--- config.mk ---
export PLATFORM = sky130hd
export DESIGN_NAME = regfile_write_arbiter_flat
export DESIGN_NICKNAME = d
export VERILOG_FILES = /design/src/rtl/regfile_write_arbiter_if.sv /design/src/rtl/regfile_write_arbiter.sv /design/src/flat_wrapper.sv
export SDC_FILE = /design/constraint.sdc
export NUM_CORES = 1
export LEC_CHECK = 0
export ABC_AREA = 1
export CAP_MARGIN = 10
export CORE_AREA = 5 5 151 95
export DETAILED_ROUTE_END_ITERATION = 16
export DIE_AREA = 0 0 156 100
export PLACE_DENSITY_LB_ADDON = 0.3
export SLEW_MARGIN = 20
export SYNTH_ARGS = -nofsm -noshare
export SYNTH_HDL_FRONTEND = slang
export SYNTH_SLANG_ARGS = --single-unit
--- constraint.sdc ---
create_clock -name Clk -period 2.9 [get_ports Clk]
set_input_delay 0.725 -clock Clk [delete_from_list [all_inputs] [get_ports Clk]]
set_output_delay 0.725 -clock Clk [all_outputs]
set_load 0.01 [all_outputs]
--- src/rtl/regfile_write_arbiter_if.sv ---
// regfile_write_arbiter_if: requester handshake and register-file write port bundle
interface regfile_write_arbiter_if #(
  parameter int NREQ = 3,
  parameter int AW   = 5,
  parameter int DW   = 32
);
  logic                 Stall;
  logic [NREQ-1:0]      ReqValid;
  logic [NREQ*AW-1:0]   ReqAddr;
  logic [NREQ*DW-1:0]   ReqData;
  logic [NREQ-1:0]      ReqReady;
  logic                 RegWrite;
  logic [AW-1:0]        WriteRegister;
  logic [DW-1:0]        WriteData;
  logic [1:0]           GrantId;
  logic [15:0]          ZeroDropCount;
  modport master (
    output Stall, ReqValid, ReqAddr, ReqData,
    input  ReqReady, RegWrite, WriteRegister, WriteData, GrantId, ZeroDropCount
  );
  modport slave (
    input  Stall, ReqValid, ReqAddr, ReqData,
    output ReqReady, RegWrite, WriteRegister, WriteData, GrantId, ZeroDropCount
  );
endinterface

--- src/rtl/regfile_write_arbiter.sv ---
// regfile_write_arbiter: round-robin arbiter sharing the register-file write port,
// registering one write per cycle and dropping (and counting) writes to register 0.
module regfile_write_arbiter #(
  parameter int NREQ = 3,
  parameter int AW   = 5,
  parameter int DW   = 32
) (
  input logic Clk,
  input logic Reset,
  regfile_write_arbiter_if.slave bus
);
  logic [3:0]          valid4;
  logic [3:0][AW-1:0]  addr4;
  logic [3:0][DW-1:0]  data4;
  logic [3:0]          ready4;
  logic [1:0]          ptr_q, ptr_d;
  logic                reg_write_q, reg_write_d;
  logic [AW-1:0]       write_register_q, write_register_d;
  logic [DW-1:0]       write_data_q, write_data_d;
  logic [1:0]          grant_id_q, grant_id_d;
  logic [15:0]         zero_drop_q, zero_drop_d;
  logic [2:0]          sum;
  logic [1:0]          idx;
  logic [1:0]          gnt_id;
  logic                found;
  logic                xfer;
  logic                addr_zero;
  // Pad requester vectors to four slots so a 2-bit index is always in range.
  for (genvar i = 0; i < 4; i++) begin : g_pad
    if (i < NREQ) begin : g_real
      assign valid4[i] = bus.ReqValid[i];
      assign addr4[i]  = bus.ReqAddr[i*AW +: AW];
      assign data4[i]  = bus.ReqData[i*DW +: DW];
    end else begin : g_none
      assign valid4[i] = 1'b0;
      assign addr4[i]  = '0;
      assign data4[i]  = '0;
    end
  end
  // Scan from lowest to highest priority so the last hit is the winner.
  always_comb begin
    found  = 1'b0;
    gnt_id = 2'd0;
    sum    = 3'd0;
    idx    = 2'd0;
    for (int k = NREQ - 1; k >= 0; k--) begin
      sum = {1'b0, ptr_q} + 3'(k);
      idx = (sum >= 3'(NREQ)) ? 2'(sum - 3'(NREQ)) : sum[1:0];
      if (valid4[idx]) begin
        found  = 1'b1;
        gnt_id = idx;
      end
    end
  end
  assign xfer         = found && !bus.Stall && !Reset;
  assign ready4       = xfer ? (4'b0001 << gnt_id) : 4'b0000;
  assign bus.ReqReady = ready4[NREQ-1:0];
  assign addr_zero    = (addr4[gnt_id] == '0);
  always_comb begin
    reg_write_d      = xfer && !addr_zero;
    write_register_d = xfer ? addr4[gnt_id] : write_register_q;
    write_data_d     = xfer ? data4[gnt_id] : write_data_q;
    grant_id_d       = xfer ? gnt_id : grant_id_q;
    ptr_d            = !xfer ? ptr_q : (gnt_id == 2'(NREQ - 1)) ? 2'd0 : gnt_id + 2'd1;
    zero_drop_d      = (xfer && addr_zero && zero_drop_q != 16'hFFFF) ? zero_drop_q + 16'd1 : zero_drop_q;
  end
  always_ff @(posedge Clk) begin
    if (Reset) begin
      ptr_q            <= 2'd0;
      reg_write_q      <= 1'b0;
      write_register_q <= '0;
      write_data_q     <= '0;
      grant_id_q       <= 2'd0;
      zero_drop_q      <= 16'd0;
    end else begin
      ptr_q            <= ptr_d;
      reg_write_q      <= reg_write_d;
      write_register_q <= write_register_d;
      write_data_q     <= write_data_d;
      grant_id_q       <= grant_id_d;
      zero_drop_q      <= zero_drop_d;
    end
  end
  assign bus.RegWrite      = reg_write_q;
  assign bus.WriteRegister = write_register_q;
  assign bus.WriteData     = write_data_q;
  assign bus.GrantId       = grant_id_q;
  assign bus.ZeroDropCount = zero_drop_q;
endmodule

--- src/flat_wrapper.sv ---
// flat-port wrapper written by rule: the top's interface ports become plain ports
module regfile_write_arbiter_flat 
#(
  parameter int NREQ = 3,
  parameter int AW   = 5,
  parameter int DW   = 32
)
  (Clk, Reset, bus_Stall, bus_ReqValid, bus_ReqAddr, bus_ReqData, bus_ReqReady, bus_RegWrite, bus_WriteRegister, bus_WriteData, bus_GrantId, bus_ZeroDropCount);
  regfile_write_arbiter_if #(.NREQ(NREQ), .AW(AW), .DW(DW)) bus_i ();
  input logic Clk;
  input logic Reset;
  input wire logic [$bits(bus_i.Stall)-1:0] bus_Stall;
  input wire logic [$bits(bus_i.ReqValid)-1:0] bus_ReqValid;
  input wire logic [$bits(bus_i.ReqAddr)-1:0] bus_ReqAddr;
  input wire logic [$bits(bus_i.ReqData)-1:0] bus_ReqData;
  output wire logic [$bits(bus_i.ReqReady)-1:0] bus_ReqReady;
  output wire logic [$bits(bus_i.RegWrite)-1:0] bus_RegWrite;
  output wire logic [$bits(bus_i.WriteRegister)-1:0] bus_WriteRegister;
  output wire logic [$bits(bus_i.WriteData)-1:0] bus_WriteData;
  output wire logic [$bits(bus_i.GrantId)-1:0] bus_GrantId;
  output wire logic [$bits(bus_i.ZeroDropCount)-1:0] bus_ZeroDropCount;
  assign bus_i.Stall = bus_Stall;
  assign bus_i.ReqValid = bus_ReqValid;
  assign bus_i.ReqAddr = bus_ReqAddr;
  assign bus_i.ReqData = bus_ReqData;
  assign bus_ReqReady = bus_i.ReqReady;
  assign bus_RegWrite = bus_i.RegWrite;
  assign bus_WriteRegister = bus_i.WriteRegister;
  assign bus_WriteData = bus_i.WriteData;
  assign bus_GrantId = bus_i.GrantId;
  assign bus_ZeroDropCount = bus_i.ZeroDropCount;
  regfile_write_arbiter #(.NREQ(NREQ), .AW(AW), .DW(DW)) u_core (.Clk(Clk), .Reset(Reset), .bus(bus_i));
endmodule
==> out/metrics.csv, run 1 <==
metric,value,unit
syn_area_per_cell,6.80,µm²
ys_async_sr_fraction,0,
cp_max_fo,5,
setup-violations-final,0,
nNetsFinal,828,
maxSlewViolCount,0,
finalWorstPathRequiredPeriod,2770,ps
end_kind,output port,
rsz0062_at_grt,no,
synthesis.nets,636,
final_util,0.469,
wl_per_cell,16.3,µm
rows,32,
finalClockSkew,6.43,ps
synth_compound_area_frac,0.171,
grt_start_max_net_pins,43,
r2r-end,u_core.bus.ZeroDropCount[6]$_SDFFE_PP0P_,
max_freq,361,MHz
routed_wl,14.4,mm
cp-start-kind,flip-flop,
clockBufferDepth,2,
cts_root_buf,clkbuf_16,
synth_top_family_by_area,simple AND/OR/NAND/NOR gates,
ys_types,35,
gp_congestion,0.946,
tightestPinTransition,467,ps
nFillCells,1237,
die_h,100,µm
grt_pass1_wl,22.3,mm
grtUsageTotal,0.180,
cp.required,2170,ps
synth_fa_ha_area_frac,0.0143,
io_buffers,175,
outcome,"finished, final reports clean",
cts-htree-levels,3,
initial_core_util,0.276,
viasPerCell,4.97,
ys.warnings.count,0,
grt-ovfl-total,0,
rr_worst_depth,18,
coreArea,12700,µm²
layout_commonest_cell,clkdlybuf4s50_1,
grt_pass1_vias,4411,
cts_made_buffers,9,
antenna_found_initial,0,
cts_sinks,58,
hold_path_end,u_core.bus.WriteRegister[4]$_SDFFE_PP0P_,
drc,0,
layout_common_cells,"169 x clkdlybuf4s50_1, 104 x nand2_1, 57 x inv_1, 56 x dfxtp_1, 52 x nand3_1",
worstHoldStart,u_core.bus.WriteRegister[4]$_SDFFE_PP0P_,
pin_count,176,
hold_viol,0,
die_area,15600,µm²
drt_iter0_drc,209,
r2r-start,u_core.ptr_q[0]$_SDFFE_PP0P_,
slew_headroom,0.689,
p_leak,2.47,nW
area_growth,70.0,%
drt_first_pass_iters,4,
crit_type,reg -> out,
r2r_slack,290,ps
powerDensity,749,nW/µm²
tritoncts,built,
drtAntennaViolNets,0,
worstPathArrival,2050,ps
vias,4380,
die_w,156,µm
dp_hpwl,11.0,mm
insertion_delay,330,ps
ir_worst_vdd,0.365,mV
drv_cap,0,
synth-seq-cells,58,
syn_area,3500,µm²
num_antenna_cells,0,
synthSimpleGateAreaFrac,0.362,
min_path_cells,2,
synth_flop_cell,dfxtp_1,
synth_xor_area_frac,0.00250,
muxShareOfSynthArea,0,
path_clk_slew,50,ps
drive_gt1_frac,0.158,
hp-class,reg -> reg,
synth_edf_count,0,
setup_tns,0,ps
synth_cells,515,
ys_seq_area_frac,0.332,
finalCritPeriodShare,0.956,
==> per-stage QoR <==
stage | cells | hold WS, ps | power [mW] | instance area (µm²) | worst slack, ps
detailed placement | 862 | 476 | 3.39 | 5600 | -526
floorplan | 515 | 499 | 2.31 | 3500 | 349
global placement | 862 | 469 | 3.35 | 5600 | -474
global route | 881 | 515 | 4.75 | 5950 | 28.2
finish | 881 | 485 | 4.46 | 5950 | 127
CTS | 880 | 488 | 4.49 | 5940 | 12.5
==> timing repair <==
item | in CTS | in global routing
buffers inserted | 3 | 1
endpoints found under the setup margin | 3 | 5
pin swaps | 0 | 1
gates resized for setup | 15 | 9
endpoints found under the hold margin | 0 | 0
hold buffers | 0 | 0
==> critical path, stage by stage, from the launching register on <==
cell	delay (ps)
dfxtp_2	330
buf_4	110
ha_2	210
inv_2	80
buf_4	140
a21oi_4	170
nand2_1	90
nand2_2	80
nand2_4	50
nand2_4	50
nand2_2	50
nor2_1	90
buf_4	130
buf_2	120
==> worst max path at each step <==
stage / from / end / slack [ps]
4_1_cts: u_core.ptr_q[0]$_SDFFE_PP0P_ / bus_ReqReady[0] / 10
5_1_grt: u_core.ptr_q[0]$_SDFFE_PP0P_ / bus_ReqReady[1] / 30
3_3_place_gp: bus_ReqValid[0] / bus_ReqReady[0] / -470
6_report: u_core.ptr_q[0]$_SDFFE_PP0P_ / bus_ReqReady[0] / 130
3_5_place_dp: bus_ReqValid[0] / bus_ReqReady[0] / -530
2_1_floorplan: u_core.ptr_q[0]$_SDFFE_PP0P_ / bus_ReqReady[2] / 350
==> registers in the layout, indices dropped and copies added, names as in the netlist <==
register,flops
u_core.bus.GrantId,2
u_core.bus.RegWrite,1
u_core.bus.WriteData,32
u_core.bus.WriteRegister,5
u_core.bus.ZeroDropCount,16
u_core.ptr_q,2
==> layout make-up <==
class                      count  area [µm²]  area share
clock buffer                  13         280      0.0471
clock inverter                 2        10.0     0.00168
inverter                      66         253      0.0425
multi-input combinational    360        1960       0.330
sequential                    58        1170       0.196
tap                          170         213      0.0358
timing repair buffer         212        2070       0.347
==> synthesized netlist by cell type, types with 10 or more instances <==
master / count / area (µm²)
a31o_2: 14 / 123
nand3_1: 53 / 265
nand4_1: 31 / 194
clkbuf_1: 13 / 48.8
nor2_1: 43 / 161
inv_1: 59 / 221
nand2_1: 104 / 390
a31oi_1: 10 / 62.6
a21oi_1: 33 / 165
o21ai_0: 12 / 60.1
dfxtp_1: 58 / 1160
buf_2: 10 / 50.1
==> layer usage <==
layer	track usage	vias up	wire, µm
li1	-	2127	-
met1	0.234	2046	6650
met2	0.269	182	5960
met3	0.0776	25	1460
met4	0.0619	0	297
met5	0	-	0
==> where the power goes <==
group | switching, mW | total [mW] | internal, mW
registers | 0.0905 | 1.05 | 0.958
clock network | 0.367 | 1.03 | 0.663
logic | 1.30 | 2.38 | 1.08
==> cell families after synthesis <==
group | Yosys count
AOI/OAI and AO/OA | 91
xor gates and xnor gates | 1
adders and majority gates | 4
buffers and inverters | 97
DFF | 58
and+or+nand+nor | 264
Power figures use the tool's default switching activity.
==> run 2: changes to the inputs <==
--- a/config.mk
+++ b/config.mk
@@ -10,7 +10,7 @@
 export CORE_AREA = 5 5 151 95
 export DETAILED_ROUTE_END_ITERATION = 16
 export DIE_AREA = 0 0 156 100
-export PLACE_DENSITY_LB_ADDON = 0.3
+export PLACE_DENSITY = 0.65
 export SLEW_MARGIN = 20
 export SYNTH_ARGS = -nofsm -noshare
 export SYNTH_HDL_FRONTEND = slang
==> out/metrics.csv, run 2 (synthesized netlist as in run 1, its figures left out) <==
metric,value,unit
outcome,"finished, final reports clean",
cp_max_fo,5,
routed_wl,14.1,mm
cts_made_buffers,9,
setup_slack,133,ps
cts_hold_buffers,0,
cts-htree-levels,3,
finalCritPeriodShare,0.954,
nFillCells,1226,
p_total,4.38,mW
pwr-share-comb,0.539,
p_leak,2.46,nW
place_area,5600,µm²
antenna_found_initial,1,
insertion_delay,330,ps
p_int,2.63,mW
max_freq,361,MHz
grt-ovfl-total,0,
drt_iter0_drc,264,
slew_headroom,0.713,
seqPwrFrac,0.238,
maxSlewViolCount,0,
drt_first_pass_iters,5,
powerDensity,738,nW/µm²
setup-violations-final,0,
cts_root_buf,clkbuf_16,
coreArea,12700,µm²
layout_common_cells,"169 x clkdlybuf4s50_1, 104 x nand2_1, 57 x inv_1, 56 x dfxtp_1, 51 x nand3_1",
worstPathArrival,2040,ps
final_util,0.468,
die_w,156,µm
cp-start-kind,flip-flop,
area_growth,69.8,%
drc,0,
vias,4396,
hp-class,reg -> reg,
place_ws,-511,ps
hold_viol,0,
rows,32,
drv_cap,0,
largest_register_ffs,32,
final_cells,882,
pin_count,176,
end_kind,output port,
cp.required,2170,ps
clockBufferDepth,2,
p_clk_frac,0.223,
crit_top_cell,buf_4,
slowest_delay,380,ps
dp_hpwl,10.8,mm
slowest_stage,dfxtp_2,
cp_top_family,buffers and inverters,
finalClockSkew,8.03,ps
layout_commonest_cell,clkdlybuf4s50_1,
drtAntennaViolNets,0,
grtUsageTotal,0.179,
die_area,15600,µm²
cp_cell_sequence,"inv_1, ha_4, inv_2, nand3_1, nand2_2, inv_2, buf_4, nand2_4, nand2_4, nand2_2, nor2_1, buf_4, buf_4",
power.switching,1.76,mW
setup_tns,0,ps
grt_pass1_wl,22.4,mm
finalWorstPathRequiredPeriod,2770,ps
num_antenna_cells,0,
cts_sinks,58,
swShare,0.401,
gp_congestion,0.902,
crit_type,reg -> out,
dr_wl_met3,1.54,mm
path_clk_slew,50,ps
wl_per_cell,15.9,µm
io_buffers,175,
grt_pass1_vias,4456,
tightestPinTransition,431,ps
die_h,100,µm
initial_core_util,0.276,
nNetsFinal,828,
worst-path-buf-inv,6,
drive_gt1_frac,0.157,
ir_worst_vdd,0.301,mV
tritoncts,built,
grt_start_max_net_pins,37,
maxUsedRoutingLayer,met5,
routedLengthMet1,6.17,mm
met2_length,6.15,mm
dp_cells,864,
holdWs,487,ps
viasPerCell,4.98,
finalInstanceArea,5940,µm²
[run 2: tightest hold or removal path: stages, from the launching register on]
cell and delay, ps:
dfxtp_1 330, nand3_1 70, o21ai_0 60
[run 2: final timing paths]
check | slack, ps | depth (start not counted) | from | endpoint
worst min-delay path | 490 | 2 | u_core.bus.WriteRegister[2]$_SDFFE_PP0P_ | u_core.bus.WriteRegister[2]$_SDFFE_PP0P_
worst max register to register | 260 | 18 | u_core.ptr_q[1]$_SDFFE_PP0P_ | u_core.bus.ZeroDropCount[0]$_SDFFE_PP0P_
worst max-delay path | 130 | 13 | u_core.ptr_q[1]$_SDFFE_PP0P_ | bus_ReqReady[0]
worst min register to register | 490 | 2 | u_core.bus.WriteRegister[2]$_SDFFE_PP0P_ | u_core.bus.WriteRegister[2]$_SDFFE_PP0P_
[run 2: what timing repair did]
action,CTS,global route
endpoints found under the setup margin,4,22
setup buffers,0,2
resized for setup,19,8
pin swaps,3,4
[run 2: power by group through the flow]
stage,Combinational [mW],Clock [mW],Sequential [mW]
final,2.36,0.978,1.05
after global routing,2.57,1.05,1.07
after CTS,2.33,1.01,1.04
after detailed placement,2.29,0,1.05
after global placement,2.25,0,1.05
after floorplan,1.19,0,1.12
[run 2: cell type report]
type	instances	area [µm²]	share of cell area
well taps	170	213	0.0358
clock inverters	5	30.0	0.00505
flip-flops and latches	58	1160	0.196
inverters	66	253	0.0425
clock buffers	11	243	0.0409
repair buffers	212	2060	0.346
multi-input cells	360	1980	0.334
[run 2: per-layer routing]
| metal | GRT usage | up-vias |
|---|---|---|
| met5 | 0 | - |
| met4 | 0.0578 | 2 |
| met3 | 0.0763 | 21 |
| met2 | 0.278 | 193 |
| met1 | 0.224 | 2043 |
| li1 | - | 2137 |
